[config.mk]
export PLATFORM = sky130hd
export DESIGN_NAME = multicycle_ctrl
export DESIGN_NICKNAME = d
export VERILOG_FILES = /design/src/rtl/multicycle_ctrl.sv
export SDC_FILE = /design/constraint.sdc
export NUM_CORES = 1
export LEC_CHECK = 0
export ABC_AREA = 1
export BUFFER_PORTS_ARGS = -buffer_cell sky130_fd_sc_hd__buf_2
export CAP_MARGIN = 20
export CORE_MARGIN = 1.5
export CORE_UTILIZATION = 33
export CTS_CLUSTER_SIZE = 24
export DETAILED_ROUTE_END_ITERATION = 6
export PLACE_DENSITY_LB_ADDON = 0.1
export SYNTH_ARGS = -nofsm -noshare
export SYNTH_HDL_FRONTEND = slang
export SYNTH_SLANG_ARGS = --single-unit
export TNS_END_PERCENT = 1
[constraint.sdc]
create_clock -name clk -period 1.4 [get_ports clk]
set_input_delay 0.28 -clock clk [delete_from_list [all_inputs] [get_ports clk]]
set_output_delay 0.28 -clock clk [all_outputs]
set_load 0.005 [all_outputs]
[src/rtl/multicycle_ctrl.sv]
// multicycle_ctrl: multicycle MIPS-subset control FSM with optional performance counters.
//   clk                 sole clock, all state updates on the rising edge
//   reset               asynchronous active-high reset
//   opcode, funct       instruction fields [31:26] and [5:0] from the instruction register
//   pc_wr, ir_wr        PC update strobe / instruction register load strobe
//   grf_wr, dm_wr       register file write strobe / data memory write strobe
//   alu_op              00 add, 01 sub, 10 or
//   ext_op              00 zero-extend, 01 sign-extend, 10 imm<<16
//   npc_op              00 PC+4, 01 beq, 10 jal, 11 jr
//   m1_sel              write register: 00 rt, 01 rd, 10 $31
//   m2_sel              write data: 00 ALU, 01 DM, 10 EXT, 11 PC+4
//   m3_sel              ALU B operand: 0 rt, 1 EXT
//   state               FETCH 0, DECODE 1, EXEC 2, MEM 3, WB 4
//   illegal             high in DECODE for an unsupported encoding
//   retire_cnt          retired instructions, live only with MULTICYCLE_CTRL_PERF_EN
//   cycle_cnt           clock cycles, live only with MULTICYCLE_CTRL_PERF_EN
// Define MULTICYCLE_CTRL_PERF_EN to build the counters; otherwise they are constant 0.
module multicycle_ctrl (
    input  logic        clk,
    input  logic        reset,
    input  logic [5:0]  opcode,
    input  logic [5:0]  funct,
    output logic        pc_wr,
    output logic        ir_wr,
    output logic        grf_wr,
    output logic        dm_wr,
    output logic [1:0]  alu_op,
    output logic [1:0]  ext_op,
    output logic [1:0]  npc_op,
    output logic [1:0]  m1_sel,
    output logic [1:0]  m2_sel,
    output logic        m3_sel,
    output logic [2:0]  state,
    output logic        illegal,
    output logic [31:0] retire_cnt,
    output logic [31:0] cycle_cnt
);
    typedef enum logic [2:0] {
        FETCH  = 3'd0,
        DECODE = 3'd1,
        EXEC   = 3'd2,
        MEM    = 3'd3,
        WB     = 3'd4
    } state_t;

    state_t state_q, state_d;
    logic   r_type, i_addu, i_subu, i_jr, i_nop;
    logic   i_ori, i_lw, i_sw, i_beq, i_lui, i_jal, legal, active;

    always_comb begin
        r_type = opcode == 6'b000000;
        i_addu = r_type && funct == 6'b100001;
        i_subu = r_type && funct == 6'b100011;
        i_jr   = r_type && funct == 6'b001000;
        i_nop  = r_type && funct == 6'b000000;
        i_ori  = opcode == 6'b001101;
        i_lw   = opcode == 6'b100011;
        i_sw   = opcode == 6'b101011;
        i_beq  = opcode == 6'b000100;
        i_lui  = opcode == 6'b001111;
        i_jal  = opcode == 6'b000011;
        legal  = i_addu || i_subu || i_jr || i_nop || i_ori || i_lw || i_sw || i_beq || i_lui || i_jal;
    end

    always_comb begin
        state_d = FETCH;
        case (state_q)
            FETCH:   state_d = DECODE;
            DECODE:  state_d = i_jal ? WB : (i_nop || !legal) ? FETCH : EXEC;
            EXEC:    state_d = (i_lw || i_sw) ? MEM : (i_addu || i_subu || i_ori || i_lui) ? WB : FETCH;
            MEM:     state_d = i_lw ? WB : FETCH;
            default: state_d = FETCH;
        endcase
    end

    always_ff @(posedge clk or posedge reset) begin
        if (reset) state_q <= FETCH;
        else       state_q <= state_d;
    end

    // The final state of every sequence is the one whose successor is FETCH,
    // so pc_wr fires exactly once per instruction. Selects are held from
    // DECODE onward and forced to 0 in FETCH and in unused state codes.
    always_comb begin
        active  = state_q == DECODE || state_q == EXEC || state_q == MEM || state_q == WB;
        state   = state_q;
        ir_wr   = !reset && state_q == FETCH;
        pc_wr   = !reset && active && state_d == FETCH;
        grf_wr  = !reset && state_q == WB;
        dm_wr   = !reset && state_q == MEM && i_sw;
        illegal = state_q == DECODE && !legal;
        npc_op  = !pc_wr ? 2'b00 : i_beq ? 2'b01 : i_jal ? 2'b10 : i_jr ? 2'b11 : 2'b00;
        m1_sel  = !active ? 2'b00 : (i_addu || i_subu) ? 2'b01 : i_jal ? 2'b10 : 2'b00;
        m2_sel  = !active ? 2'b00 : i_lw ? 2'b01 : i_lui ? 2'b10 : i_jal ? 2'b11 : 2'b00;
        m3_sel  = active && (i_ori || i_lw || i_sw);
        alu_op  = !active ? 2'b00 : (i_subu || i_beq) ? 2'b01 : i_ori ? 2'b10 : 2'b00;
        ext_op  = !active ? 2'b00 : (i_lw || i_sw) ? 2'b01 : i_lui ? 2'b10 : 2'b00;
    end

`ifdef MULTICYCLE_CTRL_PERF_EN
    logic [31:0] cycle_cnt_q, cycle_cnt_d, retire_cnt_q, retire_cnt_d;

    always_comb begin
        cycle_cnt_d  = cycle_cnt_q + 32'd1;
        retire_cnt_d = retire_cnt_q + {31'd0, pc_wr};
    end

    always_ff @(posedge clk or posedge reset) begin
        if (reset) begin
            cycle_cnt_q  <= '0;
            retire_cnt_q <= '0;
        end else begin
            cycle_cnt_q  <= cycle_cnt_d;
            retire_cnt_q <= retire_cnt_d;
        end
    end

    assign cycle_cnt  = cycle_cnt_q;
    assign retire_cnt = retire_cnt_q;
`else
    assign cycle_cnt  = '0;
    assign retire_cnt = '0;
`endif
endmodule

* Word level (Yosys, flattened, before mapping) *
Index checks and enable logic that the tools add are counted.

cells by class
  mux-type cells = 23
  eq/ne operators = 13
  reduce and logical (&&, ||, !) cells = 37

operators with widths
  operator                                                                count
  2-bit 2-to-1 mux                                                        18
  6-bit equality test (second input constant)                             4
  1-bit logical OR                                                        19
  6-bit by 4-bit equality test with 1-bit output (second input constant)  3
  1-bit logical AND                                                       12
  6-bit zero test                                                         2
  3-bit 2-to-1 mux                                                        4
  3-bit case mux with 4 select lines                                      1
  3-bit by 2-bit equality test with 1-bit output (second input constant)  2
  6-bit by 2-bit equality test with 1-bit output (second input constant)  1
  6-bit by 3-bit equality test with 1-bit output (second input constant)  1
  3-bit zero test                                                         2
  3-bit by 1-bit equality test with 1-bit output (second input constant)  1
  3-bit equality test (second input constant)                             1
  1-bit zero test                                                         2

storage, ports and cells
  flip-flop bits (word level) = 3
  input bits = 14
  output and inout bits = 83
  word-level logic and storage cells = 74

* Depth between registers and ports, before layout *
  depth in word-level cells = 19
  mapped depth = 10
  gate-level depth less buffers = 10

* Worst setup path after synthesis *
Ideal clock, no wire load.

  kind = register to output
  start point = register state_q[0], in the netlist state[0]
  end point = output port npc_op[0]
  arrival time = 1.256 ns
  path slack = -0.136 ns
  cell stages (with the launch flop) = 9
  cells stage by stage = dfrtp_1 > or2_4 > or2_4 > nand2_4 > nor2_2 > nand2_2 > nor2_2 > nand3_2 > nor2_1

between the ends
  cells in the longest elaborated chain, start to end = 7
  elaborated cells on any way between the ends = 13

ends and longest elaborated chain
  element                                                                                     line  source
  start, declared                                                                             46    state_t state_q, state_d;
  start signal, assigned                                                                      78    else state_q <= state_d;
  parallel branches: the longest is 5 deep, another holds 3-bit case mux with 4 select lines  -
  1-bit logical AND *                                                                         88    pc_wr = !reset && active && state_d == FETCH;
  2-bit 2-to-1 mux *                                                                          92    npc_op = !pc_wr ? 2'b00 : i_beq ? 2'b01 : i_jal ? 2'b10 : i_jr ? 2'b11 : 2'b00;
  end, declared                                                                               29    output logic [1:0] npc_op,

Every way passes the cells marked *.

* Worst setup path after layout *
Ends and elaborated chain as after synthesis.

==> impl_metrics.xml <==
<?xml version="1.0" encoding="UTF-8"?>
<metrics>
  <group name="global_routing">
    <metric name="grt_antenna_before_repair" unit="">0</metric>
    <metric name="grt_pass1_vias" unit="">750</metric>
    <metric name="grt_pass1_wl" unit="microns">3200</metric>
    <metric name="maximum_number_of_pins_on_one_net_before_global_route_repair" unit="">7</metric>
    <metric name="grt_usage" unit="%">11.6</metric>
    <metric name="final_global_route_overflow_total" unit="">0</metric>
  </group>
  <group name="finish">
    <metric name="area_growth_syn_to_layout" unit="%">26.9</metric>
    <metric name="finish.cell_count_without_fillers" unit="">256</metric>
    <metric name="drive_above_1_share" unit="%">40.0</metric>
    <metric name="largest_reg_flops" unit="">3</metric>
    <metric name="diodes" unit="">0</metric>
    <metric name="post-route-util" unit="%">44.9</metric>
    <metric name="number_of_nets_in_the_final_layout" unit="">240</metric>
  </group>
  <group name="floorplan">
    <metric name="design.core.area" unit="sq mm">0.00281</metric>
    <metric name="num_io_pins" unit="">97</metric>
    <metric name="effective_utilization_at_floorplan" unit="%">35.4</metric>
    <metric name="chipWidth" unit="microns">57.8</metric>
    <metric name="num_rows" unit="">19</metric>
    <metric name="fp.dieArea" unit="sq mm">0.00334</metric>
    <metric name="die_y" unit="microns">57.8</metric>
  </group>
  <group name="logic_synthesis">
    <metric name="most_frequent_cell_after_synthesis" unit="">buf_4</metric>
    <metric name="synthesis.area" unit="sq um">992</metric>
    <metric name="synth_commonest_cells" unit="">64 x buf_4, 28 x nor2_1, 14 x nand2_1</metric>
    <metric name="synthDominantCellAreaShare" unit="%">48.4</metric>
    <metric name="syn-instance-count" unit="">159</metric>
    <metric name="netlist-cell-type-count" unit="">19</metric>
    <metric name="synth.ff_latch_count" unit="">3</metric>
    <metric name="yosysWarnings" unit="">0</metric>
    <metric name="synthTopCellsByArea" unit="">buf_4 48%, nor2_1 11%, dfrtp_1 7.6%</metric>
    <metric name="fraction_of_the_yosys_area_taken_by_sequential_cells" unit="%">7.57</metric>
    <metric name="cell_type_with_the_highest_aggregate_area_in_the_netlist" unit="">buf_4</metric>
    <metric name="synth_edf_count" unit="">0</metric>
    <metric name="synthesis.area_per_instance" unit="sq um">6.24</metric>
    <metric name="async_reset_ff_share" unit="%">100</metric>
    <metric name="synthFlopType" unit="">dfrtp_1</metric>
  </group>
  <group name="detailed_routing">
    <metric name="wl_per_cell" unit="microns">7.84</metric>
    <metric name="vias" unit="">964</metric>
    <metric name="vias_per_cell" unit="">3.77</metric>
    <metric name="detail_route.wirelength" unit="microns">2010</metric>
    <metric name="detail-route-antenna-nets" unit="">0</metric>
    <metric name="route.detailed.drc" unit="">12</metric>
    <metric name="detailedRoute.firstPassIterationCount" unit="">6</metric>
    <metric name="detail_route.iter0.violations" unit="">24</metric>
  </group>
  <group name="pwr">
    <metric name="p_sw" unit="mW">0.368</metric>
    <metric name="p_int" unit="mW">0.515</metric>
    <metric name="comb_power_share" unit="%">68.9</metric>
    <metric name="power.share.sequential" unit="%">14.2</metric>
    <metric name="ir_drop" unit="V">0.000302</metric>
    <metric name="power_density" unit="mW/mm^2">701</metric>
    <metric name="clkPwrFrac" unit="%">16.9</metric>
    <metric name="switching_share" unit="%">41.7</metric>
    <metric name="static-leakage-power" unit="nW">0.789</metric>
  </group>
  <group name="run_status">
    <metric name="violations" unit="">design-rule violations, negative setup slack</metric>
    <metric name="run_status" unit="">finished with violations</metric>
  </group>
  <group name="clocking">
    <metric name="clock_path_buffers" unit="">2</metric>
    <metric name="tritoncts" unit="">yes</metric>
    <metric name="clkSinkCount" unit="">3</metric>
    <metric name="cts_inserted_buffers" unit="">3</metric>
    <metric name="worst_setup_hold_path_clk_slew" unit="ps">40</metric>
    <metric name="h-tree-depth" unit="">1</metric>
    <metric name="clock_insertion_delay_worst_skew" unit="ps">230</metric>
    <metric name="clock_tree.root_cell" unit="">clkbuf_4</metric>
  </group>
  <group name="worst_hold_path">
    <metric name="min-delay-path-class" unit="">input pin to asynchronous set/reset pin</metric>
  </group>
  <group name="worst_setup_path">
    <metric name="cp_slowest_cell" unit="">dfrtp_1</metric>
    <metric name="crit_type" unit="">register to output pin</metric>
    <metric name="crit_buf_inv" unit="">1</metric>
    <metric name="worst_path_most_repeated_cell" unit="">or2_4</metric>
    <metric name="crit_family" unit="">simple AND/OR/NAND/NOR gates</metric>
    <metric name="cp.arrival" unit="ps">1610</metric>
    <metric name="critPathMaxFanout" unit="">4</metric>
    <metric name="crit_chain" unit="">or2_4 -&gt; or2_4 -&gt; nand2_4 -&gt; nor2_4 -&gt; nand2_2 -&gt; nor2_2 -&gt; nand3_2 -&gt; nor2_1 -&gt; buf_2</metric>
    <metric name="cp-end-kind" unit="">output pin</metric>
    <metric name="cp.required" unit="ps">1120</metric>
    <metric name="startpoint_type" unit="">register</metric>
    <metric name="timing.critical_path.slowest_cell_delay" unit="ps">400</metric>
  </group>
  <group name="sta">
    <metric name="post_route_worst_hold_slack" unit="ps">528</metric>
    <metric name="grt_setup_unrepaired" unit="">true</metric>
    <metric name="timing.final.max_slew_violations" unit="">0</metric>
    <metric name="worst_case_clock_skew" unit="ps">1.56</metric>
    <metric name="max_freq" unit="MHz">528</metric>
    <metric name="finalCriticalPeriod" unit="ps">1890</metric>
    <metric name="fin_crit_sh" unit="%">135</metric>
    <metric name="postLayoutSetupSlackWorst" unit="ps">-492</metric>
    <metric name="setup_viol" unit="">17</metric>
    <metric name="finalHoldViolCount" unit="">0</metric>
  </group>
  <group name="placement">
    <metric name="placed_cells_incl_taps" unit="">245</metric>
    <metric name="finalWeightedCongestion" unit="">0.851</metric>
    <metric name="dp_hpwl" unit="microns">1750</metric>
    <metric name="numPortBuffers" unit="">32</metric>
  </group>
  <group name="flow_run">
    <metric name="maxCapViolCount" unit="">0</metric>
  </group>
</metrics>
## final timing paths
check / endpoint / slack (ps) / depth (start not counted) / startpoint
setup / recovery: npc_op[0] / -490 / 9 / state[0]
hold / removal: state[1] / 530 / 3 / reset
setup reg to reg: state[0] / -60 / 7 / state[0]
hold reg to reg: state[2] / 800 / 4 / state[2]
max in group asynchronous: state[0] / 730 / 3 / reset
min in group clk: state[2] / 660 / 8 / opcode[0]
## metrics by stage
| step | setup TNS, ps | setup slack, ps | power (mW) | cell area, sq um |
|---|---|---|---|---|
| final | -6060 | -492 | 0.883 | 1260 |
| after global routing | -7100 | -565 | 0.967 | 1260 |
| after CTS | -5910 | -483 | 0.838 | 1210 |
| after detailed placement | -2990 | -357 | 0.653 | 1130 |
| after global placement | -2900 | -343 | 0.651 | 1130 |
| after floorplan | -396 | -132 | 0.523 | 1230 |
## area by class of cell
class	count	area [sq um]
multi-input combinational	141	671
fill	335	1550
clock buffer	4	26.3
timing repair buffer	63	395
tap	31	38.8
sequential	3	75.1
inverter	14	52.6
## kinds of logic (layout without fill, tap and decap cells)
family,Yosys count,in the layout,synth area share [%]
AOI/OAI and AO/OA,5,5,2.65
buffers and inverters,78,81,53.7
DFF,3,3,7.57
other,1,64,0.378
and+or+nand+nor,72,72,35.7
## power groups by stage
stage,Combinational (mW),Sequential [mW],Clock (mW)
2_1_floorplan,0.398,0.126,0
3_3_place_gp,0.523,0.128,0
3_5_place_dp,0.524,0.129,0
4_1_cts,0.558,0.127,0.153
5_1_grt,0.683,0.125,0.159
6_report,0.609,0.125,0.149
## worst reg2reg max path: cells and delay by family, from the launching register on
kind	cells	cell delay (ps)
buffers and inverters	4	580
AND/OR/NAND/NOR	3	420
flip-flops	1	400
## cell usage in the layout (no fill, tap or decap), drive strengths merged, types with 3 or more instances in the layout
cell type and instances:
a21oi 4, buf 62, clkbuf 4, conb 64, dfrtp 3, inv 14, nand2 18, nand3 13
nor2 33, nor3 4
## what timing repair did
item / in CTS / in global routing
endpoints found under the setup margin: 16 / 17
hold buffers: 1 / 0
hold endpoints to repair: 3 / 0
pin swaps: 1 / 4
resized for setup: 4 / 9
buffers inserted: 4 / 2
## layer usage
layer  wire length [microns]  global-route usage [%]  vias to the layer above
met5                       0                       0                        -
met4                      16                    2.99                        0
met3                     183                   0.223                        2
met2                     970                    19.8                       58
met1                     835                    16.3                      410
li1                        -                       -                      494
Note: power is estimated with default switching activity, not from simulation.
